### src/rtl/gpu_cmd_sequencer_pkg.sv
// Shared widths, opcodes and sequencer state encoding for the GPU command path.
package gpu_pkg;

    localparam int CMD_W   = 29;
    localparam int OPC_W   = 4;
    localparam int PARAM_W = 25;
    localparam int TMO_W   = 21;

    typedef enum logic [OPC_W-1:0] {
        OP_CLEAR     = 4'h0,
        OP_SET_XY1   = 4'h1,
        OP_SET_XY2   = 4'h2,
        OP_SET_RAD   = 4'h3,
        OP_DRAW_LINE = 4'h4
    } opcode_e;

    typedef enum logic [1:0] {
        IDLE      = 2'd0,
        ISSUE     = 2'd1,
        WAIT_DONE = 2'd2
    } seq_state_t;

endpackage

### src/rtl/gpu_cmd_sequencer_if.sv
// Host-write and decoder-issue signals of the command sequencer.
interface gpu_cmd_sequencer_if #(
    parameter int DEPTH = 8
);
    import gpu_pkg::*;

    localparam int CNT_W = $clog2(DEPTH) + 1;

    logic                 wr_en_i;
    logic [CMD_W-1:0]     wr_data_i;
    logic                 flush_i;
    logic                 full_o;
    logic [CNT_W-1:0]     count_o;
    logic [OPC_W-1:0]     opcode_o;
    logic [PARAM_W-1:0]   parameters_o;
    logic                 command_o;
    logic                 draw_done_i;
    logic                 busy_o;
    logic                 overflow_o;
    logic                 timeout_o;

    modport master (
        output wr_en_i, wr_data_i, flush_i, draw_done_i,
        input  full_o, count_o, opcode_o, parameters_o, command_o,
               busy_o, overflow_o, timeout_o
    );

    modport slave (
        input  wr_en_i, wr_data_i, flush_i, draw_done_i,
        output full_o, count_o, opcode_o, parameters_o, command_o,
               busy_o, overflow_o, timeout_o
    );

endinterface

### src/rtl/gpu_cmd_sequencer_fifo.sv
// Command word FIFO: registered count, no write-to-read bypass, flush beats push/pop.
module gpu_cmd_fifo
    import gpu_pkg::*;
#(
    parameter int DEPTH = 8,
    parameter int W     = CMD_W,
    localparam int PTR_W = $clog2(DEPTH),
    localparam int CNT_W = PTR_W + 1
) (
    input  logic             clk,
    input  logic             rst,
    input  logic             push_i,
    input  logic             pop_i,
    input  logic             flush_i,
    input  logic [W-1:0]     wdata_i,
    output logic [W-1:0]     rdata_o,
    output logic [CNT_W-1:0] count_o,
    output logic             full_o,
    output logic             empty_o,
    output logic             overflow_o
);

    logic [W-1:0]     mem_q [DEPTH];
    logic [PTR_W-1:0] wr_ptr_q, wr_ptr_d;
    logic [PTR_W-1:0] rd_ptr_q, rd_ptr_d;
    logic [CNT_W-1:0] count_q, count_d;
    logic             push_ok;
    logic             pop_ok;

    assign full_o  = (count_q == CNT_W'(DEPTH));
    assign empty_o = (count_q == '0);
    assign rdata_o = mem_q[rd_ptr_q];
    assign count_o = count_q;

    assign push_ok    = push_i && !full_o && !flush_i;
    assign pop_ok     = pop_i && !empty_o && !flush_i;
    // A flushed push is discarded anyway, so it does not count as dropped.
    assign overflow_o = push_i && full_o && !flush_i;

    always_comb begin
        wr_ptr_d = wr_ptr_q;
        rd_ptr_d = rd_ptr_q;
        count_d  = count_q;
        if (flush_i) begin
            wr_ptr_d = '0;
            rd_ptr_d = '0;
            count_d  = '0;
        end else begin
            if (push_ok) wr_ptr_d = wr_ptr_q + PTR_W'(1);
            if (pop_ok)  rd_ptr_d = rd_ptr_q + PTR_W'(1);
            count_d = count_q + CNT_W'(push_ok) - CNT_W'(pop_ok);
        end
    end

    always_ff @(posedge clk) begin
        if (rst) begin
            wr_ptr_q <= '0;
            rd_ptr_q <= '0;
            count_q  <= '0;
        end else begin
            wr_ptr_q <= wr_ptr_d;
            rd_ptr_q <= rd_ptr_d;
            count_q  <= count_d;
        end
    end

    always_ff @(posedge clk) begin
        if (push_ok) mem_q[wr_ptr_q] <= wdata_i;
    end

endmodule

### src/rtl/gpu_cmd_sequencer.sv
// Pops queued command words, strobes them to the decoder, stalls on DRAW_LINE.
//   state     | meaning
//   IDLE      | waiting for a queued word; pops and latches it
//   ISSUE     | command_o high for one cycle
//   WAIT_DONE | line engine busy; watchdog running
module gpu_cmd_sequencer
    import gpu_pkg::*;
#(
    parameter int DEPTH   = 8,
    parameter int TIMEOUT = 1048576
) (
    input  logic                 clk,
    input  logic                 rst,
    gpu_cmd_sequencer_if.slave   bus
);

    localparam int CNT_W = $clog2(DEPTH) + 1;

    seq_state_t           state_q, state_d;
    logic [OPC_W-1:0]     opcode_q, opcode_d;
    logic [PARAM_W-1:0]   param_q, param_d;
    logic [TMO_W-1:0]     tmo_q, tmo_d;
    logic                 timeout_q, timeout_d;
    logic                 overflow_q;

    logic                 pop;
    logic [CMD_W-1:0]     head;
    logic [CNT_W-1:0]     count;
    logic                 full;
    logic                 empty;
    logic                 ovf_pulse;

    gpu_cmd_fifo #(
        .DEPTH (DEPTH),
        .W     (CMD_W)
    ) u_fifo (
        .clk        (clk),
        .rst        (rst),
        .push_i     (bus.wr_en_i),
        .pop_i      (pop),
        .flush_i    (bus.flush_i),
        .wdata_i    (bus.wr_data_i),
        .rdata_o    (head),
        .count_o    (count),
        .full_o     (full),
        .empty_o    (empty),
        .overflow_o (ovf_pulse)
    );

    always_comb begin
        state_d   = state_q;
        opcode_d  = opcode_q;
        param_d   = param_q;
        tmo_d     = tmo_q;
        timeout_d = timeout_q;
        pop       = 1'b0;
        if (bus.flush_i) begin
            state_d = IDLE;
        end else begin
            unique case (state_q)
                IDLE: begin
                    if (!empty) begin
                        pop      = 1'b1;
                        opcode_d = head[CMD_W-1:PARAM_W];
                        param_d  = head[PARAM_W-1:0];
                        state_d  = ISSUE;
                    end
                end
                ISSUE: begin
                    if (opcode_q == OP_DRAW_LINE) begin
                        state_d = WAIT_DONE;
                        tmo_d   = '0;
                    end else begin
                        state_d = IDLE;
                    end
                end
                WAIT_DONE: begin
                    // Done is checked first so a coincident timeout is not flagged.
                    if (bus.draw_done_i) begin
                        state_d = IDLE;
                    end else if (tmo_q == TMO_W'(TIMEOUT - 1)) begin
                        timeout_d = 1'b1;
                        state_d   = IDLE;
                    end else begin
                        tmo_d = tmo_q + TMO_W'(1);
                    end
                end
                default: state_d = IDLE;
            endcase
        end
    end

    always_ff @(posedge clk) begin
        if (rst) begin
            state_q    <= IDLE;
            opcode_q   <= '0;
            param_q    <= '0;
            tmo_q      <= '0;
            timeout_q  <= 1'b0;
            overflow_q <= 1'b0;
        end else begin
            state_q    <= state_d;
            opcode_q   <= opcode_d;
            param_q    <= param_d;
            tmo_q      <= tmo_d;
            timeout_q  <= timeout_d;
            overflow_q <= overflow_q | ovf_pulse;
        end
    end

    assign bus.full_o       = full;
    assign bus.count_o      = count;
    assign bus.opcode_o     = opcode_q;
    assign bus.parameters_o = param_q;
    assign bus.command_o    = (state_q == ISSUE);
    assign bus.busy_o       = (state_q != IDLE) || !empty;
    assign bus.overflow_o   = overflow_q;
    assign bus.timeout_o    = timeout_q;

endmodule
### src/flat_wrapper.sv
// flat-port wrapper written by rule: the top's interface ports become plain ports
module gpu_cmd_sequencer_flat import gpu_pkg::*;
#(
    parameter int DEPTH   = 8,
    parameter int TIMEOUT = 1048576
)
  (clk, rst, bus_wr_en_i, bus_wr_data_i, bus_flush_i, bus_draw_done_i, bus_full_o, bus_count_o, bus_opcode_o, bus_parameters_o, bus_command_o, bus_busy_o, bus_overflow_o, bus_timeout_o);
  gpu_cmd_sequencer_if #(.DEPTH(DEPTH)) bus_i ();
  input  logic clk;
  input  logic rst;
  input wire logic [$bits(bus_i.wr_en_i)-1:0] bus_wr_en_i;
  input wire logic [$bits(bus_i.wr_data_i)-1:0] bus_wr_data_i;
  input wire logic [$bits(bus_i.flush_i)-1:0] bus_flush_i;
  input wire logic [$bits(bus_i.draw_done_i)-1:0] bus_draw_done_i;
  output wire logic [$bits(bus_i.full_o)-1:0] bus_full_o;
  output wire logic [$bits(bus_i.count_o)-1:0] bus_count_o;
  output wire logic [$bits(bus_i.opcode_o)-1:0] bus_opcode_o;
  output wire logic [$bits(bus_i.parameters_o)-1:0] bus_parameters_o;
  output wire logic [$bits(bus_i.command_o)-1:0] bus_command_o;
  output wire logic [$bits(bus_i.busy_o)-1:0] bus_busy_o;
  output wire logic [$bits(bus_i.overflow_o)-1:0] bus_overflow_o;
  output wire logic [$bits(bus_i.timeout_o)-1:0] bus_timeout_o;
  assign bus_i.wr_en_i = bus_wr_en_i;
  assign bus_i.wr_data_i = bus_wr_data_i;
  assign bus_i.flush_i = bus_flush_i;
  assign bus_i.draw_done_i = bus_draw_done_i;
  assign bus_full_o = bus_i.full_o;
  assign bus_count_o = bus_i.count_o;
  assign bus_opcode_o = bus_i.opcode_o;
  assign bus_parameters_o = bus_i.parameters_o;
  assign bus_command_o = bus_i.command_o;
  assign bus_busy_o = bus_i.busy_o;
  assign bus_overflow_o = bus_i.overflow_o;
  assign bus_timeout_o = bus_i.timeout_o;
  gpu_cmd_sequencer #(.DEPTH(DEPTH), .TIMEOUT(TIMEOUT)) u_core (.clk(clk), .rst(rst), .bus(bus_i));
endmodule
### config.mk
export PLATFORM = sky130hd
export DESIGN_NAME = gpu_cmd_sequencer_flat
export DESIGN_NICKNAME = d
export VERILOG_FILES = /design/src/rtl/gpu_cmd_sequencer_pkg.sv /design/src/rtl/gpu_cmd_sequencer_if.sv /design/src/rtl/gpu_cmd_sequencer_fifo.sv /design/src/rtl/gpu_cmd_sequencer.sv /design/src/flat_wrapper.sv
export SDC_FILE = /design/constraint.sdc
export NUM_CORES = 1
export LEC_CHECK = 0
export ABC_AREA = 0
export ABC_CLOCK_PERIOD_IN_PS = 6000
export CAP_MARGIN = 20
export CORE_MARGIN = 2
export CORE_UTILIZATION = 59
export DETAILED_ROUTE_END_ITERATION = 8
export PLACE_DENSITY = 0.77
export SYNTH_ARGS = -nofsm -noshare
export SYNTH_HDL_FRONTEND = slang
export SYNTH_SLANG_ARGS = --single-unit
export TNS_END_PERCENT = 20
### constraint.sdc
create_clock -name clk -period 6 [get_ports clk]
set_clock_uncertainty 0.05 [all_clocks]
set_input_delay 0.9 -clock clk [delete_from_list [all_inputs] [get_ports clk]]
set_output_delay 0.9 -clock clk [all_outputs]
set_load 0.005 [all_outputs]
# Word level (Yosys, flattened, before mapping)
# Memory sizes are Yosys's and may differ from the RTL's. A register that Yosys moved wholly into a read port is not among the register bits.
# Cells that the tools add are included.
dict set report totals {
  memories 1
  reg_bits 35
  ram_bits 232
  out_inout_bits 38
  input_bits 34
  elab_cells 60
}
# memory words width rd rd_clocked_by_memory_dff wr line
set memory_table {}
lappend memory_table {u_core.u_fifo.mem_q 8 29 1 1 1 gpu_cmd_sequencer_fifo.sv:23} ;# logic [W-1:0] mem_q [DEPTH];
dict set report classes {
  eq_ne 10
  bitwise 4
  n_reduce_logical 19
  muxes 14
  n_addsub 5
}
# cell count
set op_table {}
lappend op_table {{$mux 21} 3}
lappend op_table {{$pmux 21 s2} 1}
lappend op_table {{$add 21x1->21 const B} 1}
lappend op_table {{$eq 21x20->1 const B} 1}
lappend op_table {{$mux 2} 4}
lappend op_table {{$add 3x1->3 const B} 2}
lappend op_table {{$logic_and 1x1->1} 6}
lappend op_table {{$ne 2x2->1 const B} 3}
lappend op_table {{$pmux 2 s3} 1}
lappend op_table {{$mux 1} 5}
lappend op_table {{$reduce_and 5->1} 1}
lappend op_table {{$add 4x1->4} 1}
lappend op_table {{$eq 4x3->1 const B} 1}
lappend op_table {{$eq 4x4->1 const B} 1}
lappend op_table {{$logic_not 4->1} 1}
lappend op_table {{$reduce_and 4->1} 1}
lappend op_table {{$reduce_bool 2->1} 2}
lappend op_table {{$sub 4x1->4} 1}
lappend op_table {{$logic_not 1->1} 3}
lappend op_table {{$ne 3x2->1 const B} 1}
lappend op_table {{$not 1->1} 3}
lappend op_table {{$reduce_and 3->1} 1}
lappend op_table {{$eq 2x1->1 const B} 1}
lappend op_table {{$eq 2x2->1 const B} 1}
lappend op_table {{other kinds (6)} 6}

# Depth between registers and ports, before layout
# Gate-level depths: netlist of the first run.
dict set report depth {
  ltp_word 7
  mapped_depth 12
  mapped_depth_nobuf 12
}

# Cells and area by module
# From an unflattened synthesis of the first run, not the netlist that was laid out.
dict set report hier_totals {
  hier_cells 717
  hier_area_um2 11954.0
}
# mod seq_area_each_um2 area_per_inst_um2 instances cells_per_inst
set modules_own_cells {}
lappend modules_own_cells {gpu_cmd_fifo 7226.9 9594.2 1 421}
lappend modules_own_cells {gpu_cmd_sequencer 1081.0 2359.8 1 296}

# Worst setup path before layout of the first run
# No wires, ideal clock.
dict set report synth_path {
  kind {input -> register}
  start {input port bus_flush_i}
  end {memory u_core.u_fifo.mem_q[0][0] in the netlist's numbering, enable pin}
  cell_stages 3
  n_path_buf 0
  path_slack_ps 1136
  t_arrival_ps 4326
  t_required_ps 5462
  setup_time_ps 488
  cell_sequence {nor3b_1 > inv_1 > nor4_1}
}
dict set report synth_via {
  elab_chain_len 4
}
# item line
set synth_lines {}
lappend synth_lines {{from (decl)} flat_wrapper.sv:13} ;# input wire logic [$bits(bus_i.flush_i)-1:0] bus_flush_i;
lappend synth_lines {{$logic_not 1->1} gpu_cmd_sequencer_fifo.sv:35} ;# assign push_ok = push_i && !full_o && !flush_i;
lappend synth_lines {{$logic_and 1x1->1} gpu_cmd_sequencer_fifo.sv:35}
lappend synth_lines {{$mux 1} gpu_cmd_sequencer_fifo.sv:68} ;# if (push_ok) mem_q[wr_ptr_q] <= wdata_i;
lappend synth_lines {{$mux 1 (implied by the code)} gpu_cmd_sequencer_fifo.sv:68}
lappend synth_lines {{to (decl)} gpu_cmd_sequencer_fifo.sv:23}
# Every way passes these cells.

# Worst setup path in the final report of the first run
dict set report layout_path {
  start {input port bus_flush_i}
  end {memory u_core.u_fifo.mem_q[6][5] in the netlist's numbering, enable pin}
}
# Same word-level chain as after synthesis.

==> run summary, run 1 <==
post-route insts no fill: 1045
Setup Fix Bufs, Post-CTS: 0
worst flop-to-flop path endpoint: u_core.u_fifo.mem_q[6][5]
Root Driver: clkbuf_16
clk slew on worst S/H paths: 0.06 ns
Initial DRC Count: 510
number of nets in the layout: 801
htree depth: 1
post-CTS sizing: 0
yosys warns: 0
area leader, netlist: edfxtp_1
Critical Path End Type: flip-flop
R2R depth: 6
GR Util All Layers: 22.13%
share of layout cells above drive strength 1: 17.31%
sequential area share after synthesis: 70.90%
Fillers: 1241
TritonCTS Buffers: 29
area grow syn2layout: 16.49%
DRC: 0
Synth Instances: 681
die area: 20860 sq um
grt peak-use layer: met2
via count: 6296
total core area: 19400 sq um
Die Span Y: 144.4 um
combinational fraction of design power: 12.8%
status: finished clean
# setup viols final: 0
worst reg2reg startpoint: u_core.u_fifo.count_o[2]
crit path DAT: 3.39 ns
Die X: 144.4 um
Max-Cap Viols: 0
met1 usage: 29.74%
dominant cells by area after synthesis: edfxtp_1 60%, mux4_2 11%, dfxtp_1 11%, mux2i_1 2.6%, nor2_1 2.0%
max-slew violation count: 0
CP required: 6.10 ns
final WL: 22840 um
met3 usage: 3.907%
PortBufs: 71
DP Cell Count: 989
initial antenna violation count: 0
CTS tree: built
Slew HR: 29.61%
Pre-Repair DR Iteration Count: 5
Leakage: 4.253 nW
count leader, synth: edfxtp_1
Worst-Skew Late Latency: 0.54 ns
hold buffers post-CTS: 0
fmax: 304.4 MHz
clock power share: 36.4%
sw power: 1.056 mW
Clock Path Buffers: 3
Synth cell types: 49
Worst Setup Start Kind: primary input
Worst Setup EP: u_core.u_fifo.mem_q[6][5]
area share of the largest cell type after synthesis: 59.88%
net count after synthesis: 725
asr flop ratio synth: 0%
Finished Core Util: 69.86%
Remaining Overflow, GRT: 0
first-pass GRT wire length: 34860 um
switching share of power: 22.84%
vias in the first global route: 6355
wire per inst: 21.86 um
setup TNS: 0 ns
Post-DRT Antenna Nets: 0
worst setup margin: 2.715 ns
met2 Use GR: 38.26%
pwr dens: 341.1 nW/um^2
minimum clock period: 3.285 ns
clock sink count: 296
Synth Area per Inst: 17.08 sq um
Crit Path Max Fanout: 29
cell internal pwr: 3.567 mW
post-detailed-placement half-perimeter wirelength: 12670 um
total power: 4.622 mW
largest net degree at the start of global routing: 61
Antenna Diode Count: 0
HP Class: flip-flop to flip-flop
setup slack, reg-to-reg: 2.89 ns
pre-CTS setup slack: 2.136 ns
vias per cell: 6.025
maximum VDD drop: 0.2722 mV
Most used DFF post-synth: edfxtp_1
number of flops mapped to enable cells by yosys: 232
critical path class: primary input to flip-flop
Reg power frac: 50.8%
row count: 51
Critical path origin: bus_flush_i
IO Count: 72
mapped cell area: 11630 sq um
Hold Violations, Final: 0
Hold WS: 0.4133 ns
RD Place Congestion: 0.7436
Least-Margin Pin Slew: 1.053 ns
RSZ-0062 raised after global routing: no
Starting Density: 59.97%
fin area: 13550 sq um
Post-synth top cells: 232 x edfxtp_1, 64 x dfxtp_1, 63 x nor2_1
Synth Register Bits: 296
post-place instance area: 12620 sq um
Final Cycle Share: 54.76%
## area by class of cell
type,instances,area [sq um],share of cell area (%)
clock buffer,46,839.6,6.195
clock inverter,8,47.55,0.3508
inverter,10,37.54,0.2770
multi-input combinational,338,3221,23.77
sequential,296,8254,60.91
tap,265,331.6,2.447
timing repair buffer,82,820.8,6.057
## cells by family after synthesis
family | count (synthesis) | share of synthesized area (%)
and+or+nand+nor | 146 | 6.507
buffers and inverters | 47 | 1.914
DFF | 296 | 70.90
xor gates and xnor gates | 6 | 0.4517
muxes | 88 | 13.81
AOI/OAI and AO/OA | 88 | 5.281
adders and majority gates | 10 | 1.140
## layer usage
| layer | share of wire (%) | vias to the layer above | wire length [um] |
|---|---|---|---|
| met5 | 0 | - | 0 |
| met1 | 41 | 3197 | 9406 |
| li1 | - | 2841 | - |
| met2 | 51 | 228 | 11690 |
| met3 | 6.0 | 30 | 1380 |
| met4 | 1.6 | 0 | 363 |
## worst min-delay path by stage
stage                          start  cells after the start                to  slack, ns
floorplan           u_core.tmo_q[19]                      1  u_core.tmo_q[19]       0.37
global placement    u_core.tmo_q[19]                      1  u_core.tmo_q[19]       0.39
detailed placement  u_core.tmo_q[19]                      1  u_core.tmo_q[19]       0.40
CTS                 u_core.tmo_q[19]                      1  u_core.tmo_q[19]       0.41
global route        u_core.tmo_q[19]                      1  u_core.tmo_q[19]       0.43
finish              u_core.tmo_q[19]                      1  u_core.tmo_q[19]       0.41
## flip-flops by register name, indices dropped and copies added, names as in the netlist, 2 cells and up
signal / count
u_core.bus.opcode_o: 4
u_core.bus.parameters_o: 25
u_core.state_q: 2
u_core.tmo_q: 21
u_core.u_fifo.count_o: 4
u_core.u_fifo.mem_q: 232
u_core.u_fifo.rd_ptr_q: 3
u_core.u_fifo.wr_ptr_q: 3
## critical path, cell delays in order
cell	delay, ns
clkdlybuf4s50_1	0.53
nor3b_1	0.65
nand2_1	0.38
nor2_4	0.90
## placed cells by master, fill, tap and decap left out, types with 6 or more instances in the layout
master / instances
mux4_2: 58
clkbuf_1: 12
a211oi_1: 29
nand4_1: 7
clkbuf_16: 29
buf_4: 9
clkdlybuf4s50_1: 70
a31oi_1: 8
nor3_2: 6
a21oi_1: 12
nand2_1: 16
edfxtp_1: 232
clkinv_2: 6
nand2b_1: 6
dfxtp_1: 61
nor2_1: 60
ha_1: 9
nand3_1: 9
mux2i_1: 30
o21ai_1: 25
nor2b_1: 13
inv_1: 10
## power by group through the flow
| stage | clock network [mW] | registers, mW | logic (mW) |
|---|---|---|---|
| after global routing | 1.78 | 2.36 | 0.648 |
| after floorplan | 0 | 2.38 | 0.354 |
| final | 1.68 | 2.35 | 0.591 |
| after detailed placement | 0 | 2.39 | 0.592 |
| after global placement | 0 | 2.39 | 0.580 |
| after CTS | 1.70 | 2.35 | 0.601 |
No activity file was read; power rests on OpenSTA's default activity.
==> run 2, diff against run 1 <==
- ABC_CLOCK_PERIOD_IN_PS: 6000 -> 3300
- clock period: 6 -> 3.3 ns (I/O delays scaled with it)
==> run summary, run 2 (synthesis gave the netlist of run 1 again) <==
Die Span Y: 144.4 um (unchanged)
slowest cell on the critical path: nor3b_1
pwr dens: 628.8 nW/um^2 (+84%)
min-delay src: u_core.tmo_q[19]
crit path cell chain: inv_1, ha_1, nor3b_1, nand2_1, clkdlybuf4s50_1
Max-Cap Viols: 0 (unchanged)
worst reg2reg startpoint: u_core.u_fifo.count_o[2]
Initial DRC Count: 586 (+15%)
clk slew on worst S/H paths: 0.06 ns (about the same)
multi-input combinational cell area: 3229 sq um (+0.27%)
worst flop-to-flop path endpoint: u_core.u_fifo.count_o[2]
Starting Density: 59.97% (unchanged)
most common cell after layout, fill and taps aside: edfxtp_1
Worst Setup Start Kind: flip-flop
vias per cell: 6.010 (-0.24%)
Slew HR: 44.06% (+14 points)
Least-Margin Pin Slew: 0.8391 ns (-0.2143 ns)
via count: 6335 (+0.62%)
hold buffers post-CTS: 0 (unchanged)
maximum VDD drop: 0.5548 mV (+100%)
total power: 8.618 mW (+86%)
Min-Delay Path Depth: 1 (unchanged)
Fillers: 1221 (-1.6%)
first-pass GRT wire length: 35020 um (+0.48%)
Die X: 144.4 um (unchanged)
DRC: 0 (unchanged)
Crit Path Max Fanout: 3 (-90%)
total core area: 19400 sq um (unchanged)
share of layout cells above drive strength 1: 17.87% (+0.56 points)
CP peak stage delay: 0.49 ns (-0.41 ns)
setup slack, reg-to-reg: 0.61 ns (-2.28 ns)
commonest cells after routing, fill and taps aside: 232 x edfxtp_1, 70 x clkdlybuf4s50_1, 61 x dfxtp_1, 60 x nor2_1, 58 x mux4_2
minimum clock period: 2.770 ns
Clock Path Buffers: 3 (unchanged)
R2R depth: 12 (+6)
post-CTS sizing: 0 (unchanged)
critical path class: flip-flop to primary output
final WL: 22550 um (-1.3%)
DP Cell Count: 999 (+1.0%)
# setup viols final: 0 (unchanged)
htree depth: 1 (unchanged)
IO Count: 72 (unchanged)
number of nets in the layout: 810 (+1.1%)
max FFs per register: 232 (unchanged)
crit path DAT: 2.22 ns (-1.17 ns)
Critical path origin: u_core.u_fifo.count_o[2]
Setup Fix Bufs, Post-CTS: 0 (unchanged)
area occupied by registers: 8254 sq um (unchanged)
RSZ-0062 raised after global routing: no
CTS tree: built
Post-DRT Antenna Nets: 0 (unchanged)
wire per inst: 21.40 um (-2.1%)
max-slew violation count: 0 (unchanged)
RD Place Congestion: 0.7976 (+7.3%)
Critical Path End Type: primary output
Hold WS: 0.4158 ns (+0.002542 ns)
Final Cycle Share: 83.93%
GR Util All Layers: 22.46% (+0.33 points)
Hold Violations, Final: 0 (unchanged)
clock sink count: 296 (unchanged)
largest net degree at the start of global routing: 60 (-1.6%)
die area: 20860 sq um (unchanged)
vias in the first global route: 6405 (+0.79%)
TritonCTS Buffers: 30 (+3.4%)
PortBufs: 71 (unchanged)
Finished Core Util: 70.65% (+0.79 points)
Top reg by flops: u_core.u_fifo.mem_q
Pre-Repair DR Iteration Count: 7 (+2)
post-detailed-placement half-perimeter wirelength: 13030 um (+2.8%)
row count: 51 (unchanged)
post-route insts no fill: 1054 (+0.86%)
Remaining Overflow, GRT: 0 (unchanged)
Leakage: 4.321 nW (+1.6%)
area grow syn2layout: 17.81%
Antenna Diode Count: 0 (unchanged)
HP Class: flip-flop to flip-flop
fmax: 361.0 MHz
initial antenna violation count: 0 (unchanged)
status: finished clean
Worst-Skew Late Latency: 0.54 ns (about the same)
Worst Hold End: u_core.tmo_q[19]
CP required: 2.75 ns (-3.35 ns)
Root Driver: clkbuf_16
-- run 2: how the worst max path moves through the flow --
| stage | endpoint | slack, ns | cells after the start |
|---|---|---|---|
| final | bus_busy_o | 0.53 | 5 |
| after global routing | bus_busy_o | 0.41 | 5 |
| after CTS | bus_busy_o | 0.51 | 5 |
| after detailed placement | u_core.u_fifo.count_o[2] | 0.28 | 10 |
| after global placement | u_core.u_fifo.count_o[2] | 0.34 | 10 |
| after floorplan | u_core.u_fifo.mem_q[2][0] | -0.65 | 6 |
-- run 2: worst max-delay path: cells and delay by family, from the launching register on --
| family | cells | cell delay (ns) |
|---|---|---|
| simple gates | 2 | 0.64 |
| fa+ha+maj | 1 | 0.16 |
| flops | 1 | 0.31 |
| buf+inv | 2 | 0.58 |
-- run 2: routing by layer --
metal / share of wire [%] / vias up / wire, um / track usage (%)
met4: 2.1 / 0 / 472 / 6.643
li1: - / 2874 / - / -
met5: 0 / - / 0 / 0
met3: 5.6 / 40 / 1272 / 3.808
met1: 42 / 3216 / 9505 / 30.70
met2: 50 / 205 / 11300 / 37.72
-- run 2: cell type report --
type,instances,share of cell area (%)
sequential,296,60.22
clock inverter,17,1.114
tap,265,2.419
timing repair buffer,90,6.555
multi-input combinational,338,23.56
clock buffer,38,5.852
inverter,10,0.2739
-- run 2: power by group --
part           internal, mW  leakage (nW)  switching (mW)
combinational         0.590          1.24           0.485
sequential             4.17          2.62           0.125
clock                  1.94         0.461            1.31
total                  6.70          4.32            1.92
-- run 2: through the flow --
step                worst slack (ns)  instance area [sq um]  TNS [ns]
floorplan                    -0.6506                  11640    -78.56
global placement              0.3368                  12750         0
detailed placement            0.2819                  12750         0
CTS                           0.5132                  13710         0
global route                  0.4130                  13710         0
finish                        0.5302                  13710         0
==> run 3, diff against run 2 <==
- ABC_CLOCK_PERIOD_IN_PS: 3300 -> 2250
- CORE_UTILIZATION: 59 -> 53
- PLACE_DENSITY: 0.77 -> 0.73
- clock period: 3.3 -> 2.25 ns (I/O delays scaled with it)
==> run summary, run 3 (synthesis gave the netlist of run 1 again) <==
fin area: 14200 sq um (+3.6%)
area grow syn2layout: 22.05%
crit path DAT: 2.46 ns (+0.24 ns)
IO Count: 72 (unchanged)
Crit Path Max Fanout: 5 (+2)
cell family with the largest share of critical-path delay: simple AND/OR/NAND/NOR gates
Critical path origin: u_core.u_fifo.count_o[2]
post-detailed-placement half-perimeter wirelength: 14260 um (+9.4%)
cell internal pwr: 10.09 mW (+51%)
worst reg2reg startpoint: u_core.u_fifo.count_o[2]
CTS tree: built
final WL: 24030 um (+6.5%)
total core area: 21690 sq um (+12%)
Top reg by flops: u_core.u_fifo.mem_q
first-pass GRT wire length: 37730 um (+7.7%)
Slew HR: 54.37% (+10 points)
# setup viols final: 0 (unchanged)
share of layout cells above drive strength 1: 22.54% (+4.7 points)
largest net degree at the start of global routing: 60 (unchanged)
switching share of power: 22.29% (about the same)
max FFs per register: 232 (unchanged)
Post-DRT Antenna Nets: 0 (unchanged)
clock power share: 38.7% (+1.0 points)
via count: 6396 (+0.96%)
CP peak stage delay: 0.33 ns (-0.16 ns)
Remaining Overflow, GRT: 0 (unchanged)
Max-Cap Viols: 0 (unchanged)
fmax: 445.1 MHz
worst flop-to-flop path endpoint: u_core.u_fifo.mem_q[4][23]
R2R depth: 10 (-2)
post-place instance area: 13090 sq um (+2.7%)
htree depth: 1 (unchanged)
Root Driver: clkbuf_16
clock sink count: 296 (unchanged)
Antenna Diode Count: 0 (unchanged)
CP required: 2.47 ns (-0.28 ns)
Crit path depth: 10 (+5)
Hold Violations, Final: 0 (unchanged)
status: finished clean
setup slack, reg-to-reg: 0.003 ns (-0.61 ns)
commonest cells after routing, fill and taps aside: 232 x edfxtp_1, 68 x clkdlybuf4s50_1, 60 x nor2_1, 59 x dfxtp_1, 58 x mux4_2
PortBufs: 71 (unchanged)
crit path buf inv count: 5 (+3)
vias in the first global route: 6752 (+5.4%)
GR Util All Layers: 20.75% (-1.7 points)
slowest cell on the critical path: dfxtp_2
Leakage: 4.509 nW (+4.3%)
Die Span Y: 152.2 um (+5.4%)
number of nets in the layout: 833 (+2.8%)
critical path class: flip-flop to flip-flop
HP Class: primary input to flip-flop
Worst-Skew Late Latency: 0.55 ns (about the same)
RSZ-0062 raised after global routing: yes
crit path cell chain: inv_2, ha_2, nor3b_4, nor3b_4, buf_4, nand2_2, buf_6, nor3_4, buf_6, clkbuf_16
Worst Setup EP: u_core.u_fifo.mem_q[4][23]
die area: 23150 sq um (+11%)
Critical Path End Type: flip-flop
vias per cell: 5.857 (-2.6%)
wire per inst: 22.00 um (+2.8%)
Reg power frac: 48.4% (-1.4 points)
max-slew violation count: 0 (unchanged)
hold buffers post-CTS: 0 (unchanged)
Clock Path Buffers: 3 (unchanged)
clk slew on worst S/H paths: 0.06 ns (about the same)
Initial DRC Count: 415 (-29%)
Starting Density: 53.64% (-6.3 points)
Least-Margin Pin Slew: 0.6844 ns (-0.1547 ns)
TritonCTS Buffers: 29 (-3.3%)
combinational fraction of design power: 12.9% (+0.4 points)
Hold WS: 0.2849 ns (-0.1309 ns)
Final Cycle Share: 99.85%
sw power: 2.895 mW (+51%)
RD Place Congestion: 0.7738 (-3.0%)
Worst Setup Start Kind: flip-flop
pwr dens: 914.7 nW/um^2 (+45%)
Pre-Repair DR Iteration Count: 5 (-2)
maximum VDD drop: 0.6692 mV (+21%)
DRC: 0 (unchanged)
minimum clock period: 2.247 ns
Fillers: 1437 (+18%)
Die X: 152.2 um (+5.4%)
most common cell after layout, fill and taps aside: edfxtp_1
initial antenna violation count: 0 (unchanged)
row count: 54 (+5.9%)
-- run 3: changes by cell type in the layout (fill, tap and decap cells not counted), sizes merged --
cell | previous run | this run
clkdlybuf4s50 | 70 | 68
inv | 10 | 11
dlygate4sd2 | 0 | 2
clkinv | 12 | 7
bufinv | 3 | 5
buf | 20 | 43
clkinvlp | 2 | 1
clkbuf | 38 | 41
-- run 3: repair_timing --
item                                    in CTS  in global routing
buffers inserted                             1                  3
endpoints found under the setup margin       4                  4
pin swaps                                    1                  2
gates cloned                                 0                  2
gates resized for setup                      6                 11
-- run 3: power groups by stage --
stage | sequential [mW] | clock, mW | combinational [mW]
6_report | 6.29 | 5.02 | 1.68
5_1_grt | 6.31 | 5.31 | 1.83
4_1_cts | 6.29 | 5.10 | 1.69
3_5_place_dp | 6.40 | 0 | 1.67
3_3_place_gp | 6.38 | 0 | 1.62
2_1_floorplan | 6.34 | 0 | 0.962
-- run 3: how the worst min path moves through the flow --
stage                     startpoint                  endpoint  cells past startpoint
detailed placement  u_core.tmo_q[19]          u_core.tmo_q[19]                      1
global route                     rst  u_core.u_fifo.count_o[3]                      4
global placement    u_core.tmo_q[19]          u_core.tmo_q[19]                      1
CTS                              rst  u_core.u_fifo.count_o[3]                      4
finish                           rst         u_core.state_q[1]                      4
floorplan           u_core.tmo_q[19]          u_core.tmo_q[19]                      1
-- run 3: layout make-up --
class	instances	area (sq um)	area share [%]
repair buffers	114	1237	8.715
well taps	280	350.3	2.467
multi-input cells	338	3317	23.36
clock buffers	40	797.0	5.613
flip-flops and latches	296	8257	58.15
inverters	10	40.04	0.2820
clock inverters	14	200.2	1.410
-- run 3: worst register-to-register path: cells and delay by family (launching register included) --
family        cells  cell delay, ns
simple gates      4            0.73
buf+inv           5            0.71
flops             1            0.33
fa+ha+maj         1            0.17
-- run 3: metal layers --
layer / global-route usage (%) / share of wire, %
met1: 27.72 / 42
met2: 35.99 / 51
met3: 3.214 / 5.0
met4: 5.518 / 2.2
met5: 0 / 0
-- run 3: stage by stage --
step	setup TNS, ns	instances	setup WS (ns)	power (mW)	utilization [%]
after floorplan	-45.81	681	-0.3614	7.305	-
after global placement	-6.651	1033	-0.2023	8.006	60.36
after detailed placement	-13.58	1033	-0.2414	8.071	60.36
after CTS	-0.04071	1088	-0.04071	13.08	65.05
after global routing	-1.248	1092	-0.06323	13.46	65.47
final	0	1092	0.003370	12.99	65.47
